## config.mk

```make
export PLATFORM = sky130hd
export DESIGN_NAME = round_scheduler_flat
export DESIGN_NICKNAME = d
export VERILOG_FILES = /design/src/rtl/round_scheduler_if.sv /design/src/rtl/round_scheduler.sv /design/src/flat_wrapper.sv
export SDC_FILE = /design/constraint.sdc
export NUM_CORES = 1
export LEC_CHECK = 0
export CAP_MARGIN = 25
export CORE_ASPECT_RATIO = 1.1
export CORE_UTILIZATION = 55
export CTS_CLUSTER_DIAMETER = 100
export CTS_CLUSTER_SIZE = 10
export DETAILED_ROUTE_END_ITERATION = 7
export HOLD_SLACK_MARGIN = 0.12
export PLACE_DENSITY = 0.75
export SYNTH_ARGS = -nofsm -noshare
export SYNTH_HDL_FRONTEND = slang
export SYNTH_SLANG_ARGS = --single-unit
```

## constraint.sdc

```tcl
create_clock -name clk -period 3 [get_ports clk]
set_input_delay 0.6 -clock clk [delete_from_list [all_inputs] [get_ports clk]]
set_output_delay 0.6 -clock clk [all_outputs]
set_load 0.1 [all_outputs]
```

## src/rtl/round_scheduler_if.sv

```systemverilog
// Player-facing bundle of the memory-game round scheduler:
// start/keys in; note, state code, length and result flags out.
interface round_scheduler_if;
  logic       start;
  logic [3:0] keys;
  logic [3:0] note_out;
  logic [3:0] state;
  logic [4:0] round_len;
  logic       won;
  logic       lost;

  modport master (
    output start, keys,
    input  note_out, state, round_len, won, lost
  );

  modport slave (
    input  start, keys,
    output note_out, state, round_len, won, lost
  );
endinterface

```

## src/rtl/round_scheduler.sv

```systemverilog
// Simon-style round scheduler: grows an LFSR note sequence, plays it back, checks replies.
// ROUND_SCHEDULER_TIMEOUT_EN adds a no-press timeout in WAIT_KEY.
module round_scheduler #(
  parameter int         MAX_LEN       = 16,
  parameter int         NOTE_TICKS    = 25000000,
  parameter int         GAP_TICKS     = 12500000,
  parameter int         TIMEOUT_TICKS = 250000000,
  parameter logic [7:0] SEED          = 8'hA5
) (
  input  logic clk,
  input  logic resetn,
  round_scheduler_if.slave bus
);

  typedef enum logic [3:0] {
    IDLE     = 4'd0,
    APPEND   = 4'd1,
    PLAY_ON  = 4'd2,
    PLAY_GAP = 4'd3,
    WAIT_KEY = 4'd4,
    WAIT_REL = 4'd5,
    WON      = 4'd6,
    LOST     = 4'd7
  } state_t;

  state_t      st, st_n;
  logic [1:0]  mem [16];
  logic [4:0]  len;
  logic [3:0]  idx;
  logic [31:0] tick;
  logic [7:0]  lfsr;
  logic [3:0]  prev_keys;
  logic        won_q, lost_q;

  logic        len_clr, append;
  logic        idx_clr, idx_inc;
  logic        tick_clr, tick_inc;
  logic [3:0]  note;
  logic [3:0]  hit;
  logic        last, press;

  assign hit   = 4'b0001 << mem[idx];
  assign last  = ({1'b0, idx} == len - 5'd1);
  assign press = (bus.keys != 4'd0) && (prev_keys == 4'd0);

  always_comb begin
    st_n     = st;
    len_clr  = 1'b0;
    append   = 1'b0;
    idx_clr  = 1'b0;
    idx_inc  = 1'b0;
    tick_clr = 1'b0;
    tick_inc = 1'b0;
    note     = 4'd0;
    unique case (st)
      IDLE, WON, LOST: begin
        if (bus.start) begin
          len_clr = 1'b1;
          st_n    = APPEND;
        end
      end
      APPEND: begin
        append   = 1'b1;
        idx_clr  = 1'b1;
        tick_clr = 1'b1;
        st_n     = PLAY_ON;
      end
      PLAY_ON: begin
        note = hit;
        if (tick == 32'(NOTE_TICKS - 1)) begin
          tick_clr = 1'b1;
          st_n     = PLAY_GAP;
        end else begin
          tick_inc = 1'b1;
        end
      end
      PLAY_GAP: begin
        if (tick == 32'(GAP_TICKS - 1)) begin
          tick_clr = 1'b1;
          if (last) begin
            idx_clr = 1'b1;
            st_n    = WAIT_KEY;
          end else begin
            idx_inc = 1'b1;
            st_n    = PLAY_ON;
          end
        end else begin
          tick_inc = 1'b1;
        end
      end
      WAIT_KEY: begin
        note = bus.keys;
        if (press) begin
          st_n = (bus.keys == hit) ? WAIT_REL : LOST;
        end
`ifdef ROUND_SCHEDULER_TIMEOUT_EN
        else if (tick == 32'(TIMEOUT_TICKS - 1)) begin
          st_n = LOST;
        end else begin
          tick_inc = 1'b1;
        end
`endif
      end
      WAIT_REL: begin
        note = bus.keys;
        // tick restarts so every WAIT_KEY entry times out afresh
        tick_clr = 1'b1;
        if (bus.keys == 4'd0) begin
          if (last) begin
            st_n = (len == 5'(MAX_LEN)) ? WON : APPEND;
          end else begin
            idx_inc = 1'b1;
            st_n    = WAIT_KEY;
          end
        end else if (bus.keys != prev_keys) begin
          st_n = LOST;
        end
      end
      default: st_n = IDLE;
    endcase
  end

  always_ff @(posedge clk or negedge resetn) begin
    if (!resetn) begin
      st        <= IDLE;
      len       <= 5'd0;
      idx       <= 4'd0;
      tick      <= 32'd0;
      lfsr      <= SEED;
      prev_keys <= 4'd0;
      won_q     <= 1'b0;
      lost_q    <= 1'b0;
    end else begin
      st        <= st_n;
      prev_keys <= bus.keys;
      won_q     <= (st_n == WON);
      lost_q    <= (st_n == LOST);
      if (len_clr)     len <= 5'd0;
      else if (append) len <= len + 5'd1;
      if (idx_clr)      idx <= 4'd0;
      else if (idx_inc) idx <= idx + 4'd1;
      if (tick_clr)      tick <= 32'd0;
      else if (tick_inc) tick <= tick + 32'd1;
      if (append) lfsr <= {lfsr[6:0], lfsr[7] ^ lfsr[5] ^ lfsr[4] ^ lfsr[3]};
    end
  end

  always_ff @(posedge clk) begin
    if (append) mem[len[3:0]] <= lfsr[1:0];
  end

  assign bus.note_out  = note;
  assign bus.state     = st;
  assign bus.round_len = len;
  assign bus.won       = won_q;
  assign bus.lost      = lost_q;

endmodule

```

## src/flat_wrapper.sv

```systemverilog
// flat-port wrapper written by rule: the top's interface ports become plain ports
module round_scheduler_flat 
#(
  parameter int         MAX_LEN       = 16,
  parameter int         NOTE_TICKS    = 25000000,
  parameter int         GAP_TICKS     = 12500000,
  parameter int         TIMEOUT_TICKS = 250000000,
  parameter logic [7:0] SEED          = 8'hA5
)
  (clk, resetn, bus_start, bus_keys, bus_note_out, bus_state, bus_round_len, bus_won, bus_lost);
  round_scheduler_if bus_i ();
  input  logic clk;
  input  logic resetn;
  input wire logic [$bits(bus_i.start)-1:0] bus_start;
  input wire logic [$bits(bus_i.keys)-1:0] bus_keys;
  output wire logic [$bits(bus_i.note_out)-1:0] bus_note_out;
  output wire logic [$bits(bus_i.state)-1:0] bus_state;
  output wire logic [$bits(bus_i.round_len)-1:0] bus_round_len;
  output wire logic [$bits(bus_i.won)-1:0] bus_won;
  output wire logic [$bits(bus_i.lost)-1:0] bus_lost;
  assign bus_i.start = bus_start;
  assign bus_i.keys = bus_keys;
  assign bus_note_out = bus_i.note_out;
  assign bus_state = bus_i.state;
  assign bus_round_len = bus_i.round_len;
  assign bus_won = bus_i.won;
  assign bus_lost = bus_i.lost;
  round_scheduler #(.MAX_LEN(MAX_LEN), .NOTE_TICKS(NOTE_TICKS), .GAP_TICKS(GAP_TICKS), .TIMEOUT_TICKS(TIMEOUT_TICKS), .SEED(SEED)) u_core (.clk(clk), .resetn(resetn), .bus(bus_i));
endmodule
```

# Word level (Yosys, flattened, before mapping)
# Memories as Yosys holds them, arrays and structs flattened.
# Index checks and enable logic that the tools add are counted.
# totals
input_bits	7
memories	1
wordCells	79
latch_bits	0
rom_bits	0
ram_bits	32
reg_bits	59
# memory_table
memory	depth	width	rd	rd_clocked_by_memory_dff	wr	line	rtl
u_core.mem	16	2	1	0	1	round_scheduler.sv:27	logic [1:0] mem [16];
# classes
addsub	4
n_reduce_logical	11
n_div	0
bitwise	3
n_eq_ne	15
n_mux	36
multipliers	0
shift	1
n_lt_le_gt_ge	0
# op_table
operator	count
32-bit two-way mux	2
4-bit two-way mux	9
32-bit by 1-bit adder with 32-bit output (second input constant)	1
32-bit by 24-bit equality test with 1-bit output (second input constant)	1
32-bit by 25-bit equality test with 1-bit output (second input constant)	1
4-bit by 3-bit equality test with 1-bit output (second input constant)	6
4-bit case mux with 6 select lines	1
1-bit two-way mux	14
4-bit logical NOT	3
5-bit two-way mux	2
4-bit by 2-bit equality test with 1-bit output (second input constant)	2
4-bit case mux with 2 select lines	1
3-bit two-way mux	2
1-bit case mux with 2 select lines	3
2-bit nonzero test	3
5-bit by 1-bit adder with 5-bit output (second input constant)	1
4-bit by 5-bit equality test with 1-bit output	1
5-bit equality test (second input constant)	1
5-bit by 1-bit subtractor with 5-bit output (second input constant)	1
4-bit by 1-bit adder with 4-bit output (second input constant)	1
4-bit by 1-bit equality test with 1-bit output (second input constant)	1
4-bit equality test	1
4-bit != test	1
4-bit nonzero test	1
other kinds (7)	10

# Depth between registers and ports, before layout
# logic_depth
word_depth	7
ltp_mapped	10

# Worst setup path after synthesis
# Ideal clock, no wire load.
# synth_timing
path_type	flip-flop to output port
from	register u_core.st[1] (netlist: u_core.bus.state[1])
to	output bus_note_out[2]
setup_slack_ns	-1.719
n_path_buf	2
t_required_ns	2.400
arrival_time_ns	4.119
stages_incl_launch_ff	8
path_cell_list	dfrtp_1 -> buf_2 -> inv_2 -> or3_1 -> clkbuf_1 -> nor2_1 -> nand2_1 -> o21ai_0
# synth_via
elab_chain_len	3
# synth_lines
item	line	rtl
start: declaration	round_scheduler.sv:26	state_t st, st_n;
start signal: assignment	round_scheduler.sv:134	st <= st_n;
4-bit by 3-bit equality test with 1-bit output	round_scheduler.sv:55	unique case (st)
2-bit OR reduction (no line)	-	
4-bit case mux with 2 select lines *	round_scheduler.sv:55	
end: declaration	flat_wrapper.sv:16	output wire logic [$bits(bus_i.note_out)-1:0] bus_note_out;
# Every way passes the cells marked *; elsewhere a longest branch is shown, timed or not.

# Worst setup path in the final report
# layout_timing
from	register u_core.idx[0]
to	output bus_note_out[0]
# layout_via
elab_chain_len	3
# layout_lines
item	line	rtl
start: declaration	round_scheduler.sv:29	logic [3:0] idx;
start signal: assignment	round_scheduler.sv:141	else if (idx_inc) idx <= idx + 4'd1;
memory 16 x 2 bit	-	
1-bit by 2-bit << shifter with 4-bit output	round_scheduler.sv:42	assign hit = 4'b0001 << mem[idx];
4-bit case mux with 2 select lines	round_scheduler.sv:55	
# No other way between the ends.

==> summary.md <==
| Metric | Value |
|---|---|
| Total Wirelength | 8870 um |
| Routability cong. | about 0.95 |
| Antenna Cells | 0 |
| Hold Slack | 0.3764 ns |
| Synth top area share | 30.03% |
| Die X | 89.04 um |
| GRT overflow | 0 |
| CP Data Required Time | 2.40 ns |
| TritonCTS Sinks | 91 |
| RSZ-0062 raised after global routing | yes |
| Startpoint types | flop |
| Share of cells above drive strength 1 | 20.00% |
| Clk_lat worst skew | 0.36 ns |
| Synth area leader | dfrtp_1 |
| Via count | 3155 |
| Die Area | 8702 um^2 |
| All-Layer GR Usage | around 22% |
| CP cell instances | buf_8 -> mux4_2 -> a22oi_1 -> nand2_2 -> nor3_2 -> a22o_2 -> buf_12 |
| Arrival time at the worst endpoint | 2.32 ns |
| R2r setup slk | 0.56 ns |
| Post-Synth Adder-Cell Area | under 10% |
| Area post-placement | about 5000 um^2 |
| Main synth FF type | dfrtp_1 |
| R2r endpoint | u_core.bus.won$_DFF_PN0_ |
| Synth Area in Compound Gates | under 10% |
| Drt first pass iters | 4 |
| Yosys reg bits | 91 |
| Io pins | 22 |
| Syn Std Cell Area | around 4600 um^2 |
| Maxcap violations | 0 |
| Initial drt markers | 204 |
| Post-synthesis async set-or-reset flop share | roughly 65% |
| Root buffer cell | clkbuf_8 |
| Placed Cells | 531 |
| Dpl hpwl | ~6100 um |
| Clk slew on worst S/H paths | 0.11 ns |
| Syn Area/Cell | 11.26 um^2 |
| Slew headroom | 50.92% |
| Layout overhead on the synthesized area | 14.20% |
| CP Buf/Inv Count | 2 |
| Slowest cell on crit path | mux4_2 |
| Worst-margin pin slew | 0.7362 ns |
| Post-synth EDFFs | 32 |
| Count of pins over their slew limit | 0 |
| Post-synthesis mux area share | 7.262% |
| RR Startpoint | u_core.tick[0]$_DFFE_PN0P_ |
| Post-synth top cells | nor2_1, dfrtp_1, xor2_1, edfxtp_1, nand2_1 |
| Crit-path max FO | 10 |
| Post-DRT Antenna Nets | 0 |
| Post-route cell area | ~5200 um^2 |
| Max incr delay on CP | 0.51 ns |
| CTS tree | done |
| VDD IR-drop max | roughly 410 uV |
| Fin crit period | a little under 3 ns |
| Reg2Reg Depth | 8 |
| Htree depth | 3 |
| Yosys cell types | 61 |
| Initial Util | 57.31% |
| CTS buffer count | 9 |
| Sequential-to-total area share from yosys stat | 53.29% |
| Xor/xnor share of the synthesized area | 9.555% |
| YS warnings | 0 |
| Synth Instances | 407 |
| Cell with the most instances after synthesis | nor2_1 |
| Core area | 7998 um^2 |
| Initial antenna violation count | 0 |
| Final std cells w/o fill | 548 |
| Period utilization | 97.24% |
| Core Rows | 34 |
| Total design power | 3096 uW |
| First-pass GRT wire length | approximately 15000 um |
| Largest net degree at the start of global routing | 60 |
| Status | complete, no violations |
| HP Class | in -> async |
| Vias in the first global route | between 3000 and 4000 |
| Area contributors post-synth | dfrtp_1, edfxtp_1, xor2_1 |
| Setup CP Type | reg -> out |
| DR vias/cell | 5.757 |
| Fmax | around 0.34 GHz |
| IO Port Bufs | 21 |
| Largest family of logic cells by synthesized area | simple AND/OR/NAND/NOR gates |
| Clock Path Buffers | 2 |
| DR WL/cell | 16.19 um |
| Clk_skew | roughly 0.018 ns |
| Die Ht | 97.74 um |
| Area share of and/or/nand/nor cells after synthesis | roughly a fifth |
| Fillcell total | 652 |
| Pleak | approximately 0.0022 uW |
| Final hold vios | 0 |
| Post-CTS Hold Buffers | 0 |
| PwrDens | slightly below 600 nW/um^2 |
| Drt drc | 0 |
| Top delay family on crit path | multiplexers |
| Final #Nets | about 450 |
| Final setup violation count | 0 |
| Synth Net Count | between 400 and 500 |
| CP endpoint kind | output port |
sequential cells by signal, summed over array words and instances (netlist names):
name	cells
u_core.bus.lost	1
u_core.bus.round_len	5
u_core.bus.state	4
u_core.bus.won	1
u_core.idx	4
u_core.lfsr	8
u_core.mem	32
u_core.prev_keys	4
u_core.tick	32
how the worst max path moves through the flow:
stage,startpoint,to,slack [ns],cells after the start
6_report,u_core.idx[0]$_DFFE_PN0P_,bus_note_out[0],0.08,7
5_1_grt,u_core.idx[0]$_DFFE_PN0P_,bus_note_out[0],-0.02,7
4_1_cts,u_core.idx[0]$_DFFE_PN0P_,bus_note_out[0],-0.007,7
3_5_place_dp,bus_keys[0],u_core.bus.lost$_DFF_PN0_,0.09,8
3_3_place_gp,bus_keys[0],u_core.bus.lost$_DFF_PN0_,0.24,8
2_1_floorplan,u_core.bus.state[1]$_DFF_PN0_,bus_note_out[2],0.05,7
worst reg2reg max path: stages (launching register included):
cell	delay (ns)
dfrtp_1	0.39
ha_1	0.31
and3_1	0.22
nand4_1	0.15
nor2_2	0.34
a21oi_1	0.17
nor4_1	0.47
inv_1	0.15
nor3_2	0.17
cell usage in the layout (no fill, tap or decap), types with 3 or more instances in the layout:
master / count
nand2_1: 23
and3_1: 11
inv_8: 3
mux4_2: 6
edfxtp_1: 32
nand2b_1: 5
and4_1: 3
clkbuf_8: 9
mux2i_1: 7
a21oi_1: 8
nand3_1: 20
xnor2_1: 15
and2_1: 6
nor2_1: 61
mux2_2: 7
buf_12: 4
buf_4: 23
inv_1: 7
clkdlybuf4s50_1: 5
nor3_1: 7
nand4_1: 13
nor2_2: 4
nor4_1: 5
dfstp_2: 4
ha_1: 6
nor3_2: 3
xor2_1: 35
dfrtp_1: 53
cells by family (layout without fill, tap and decap cells):
kind of cell | Yosys count | after routing
buffers and inverters | 26 | 59
and+or+nand+nor | 177 | 177
DFF | 91 | 91
AOI/OAI and AO/OA | 32 | 32
xor gates and xnor gates | 50 | 50
other | 1 | 1
adders and majority gates | 6 | 6
muxes | 24 | 24
area by class of cell:
class	count	area (um^2)	share of cell area, %
Multi-Input combinational cell	290	2097	40.07
Clock inverter	7	76.32	1.458
Timing Repair Buffer	34	322.8	6.168
Clock buffer	9	123.9	2.367
Sequential cell	91	2445	46.71
Inverter	9	33.78	0.6455
Tap cell	108	135.1	2.582
what timing repair did:
action / 4_1_cts / 5_1_grt
gates cloned: 0 / 0
resized for setup: 3 / 9
setup buffers: 0 / 1
endpoints found under the setup margin: 4 / 4
metrics by stage:
stage / utilization [%] / setup TNS (ns) / worst slack (ns)
after floorplan: - / 0 / 0.04501
after global placement: 62.17 / 0 / 0.2381
after detailed placement: 62.17 / 0 / 0.08799
after CTS: 64.80 / -0.006552 / -0.006552
after global routing: 65.44 / -0.02319 / -0.02319
final: 65.44 / 0 / 0.08293
per-layer routing:
layer	GRT usage, %	share of wire [%]	up-vias
met5	0	0	-
met4	7.692	1.7	0
met3	4.903	3.8	17
met2	35.38	50	63
met1	30.64	45	1564
li1	-	-	1511
power breakdown:
part           leakage [uW]  internal [uW]  switching, uW  total (uW)
Sequential          0.00107           1460            139        1600
Clock              0.000103            332            497         829
Combinational      0.000984            263            408         671
No activity file was read; power rests on OpenSTA's default activity.
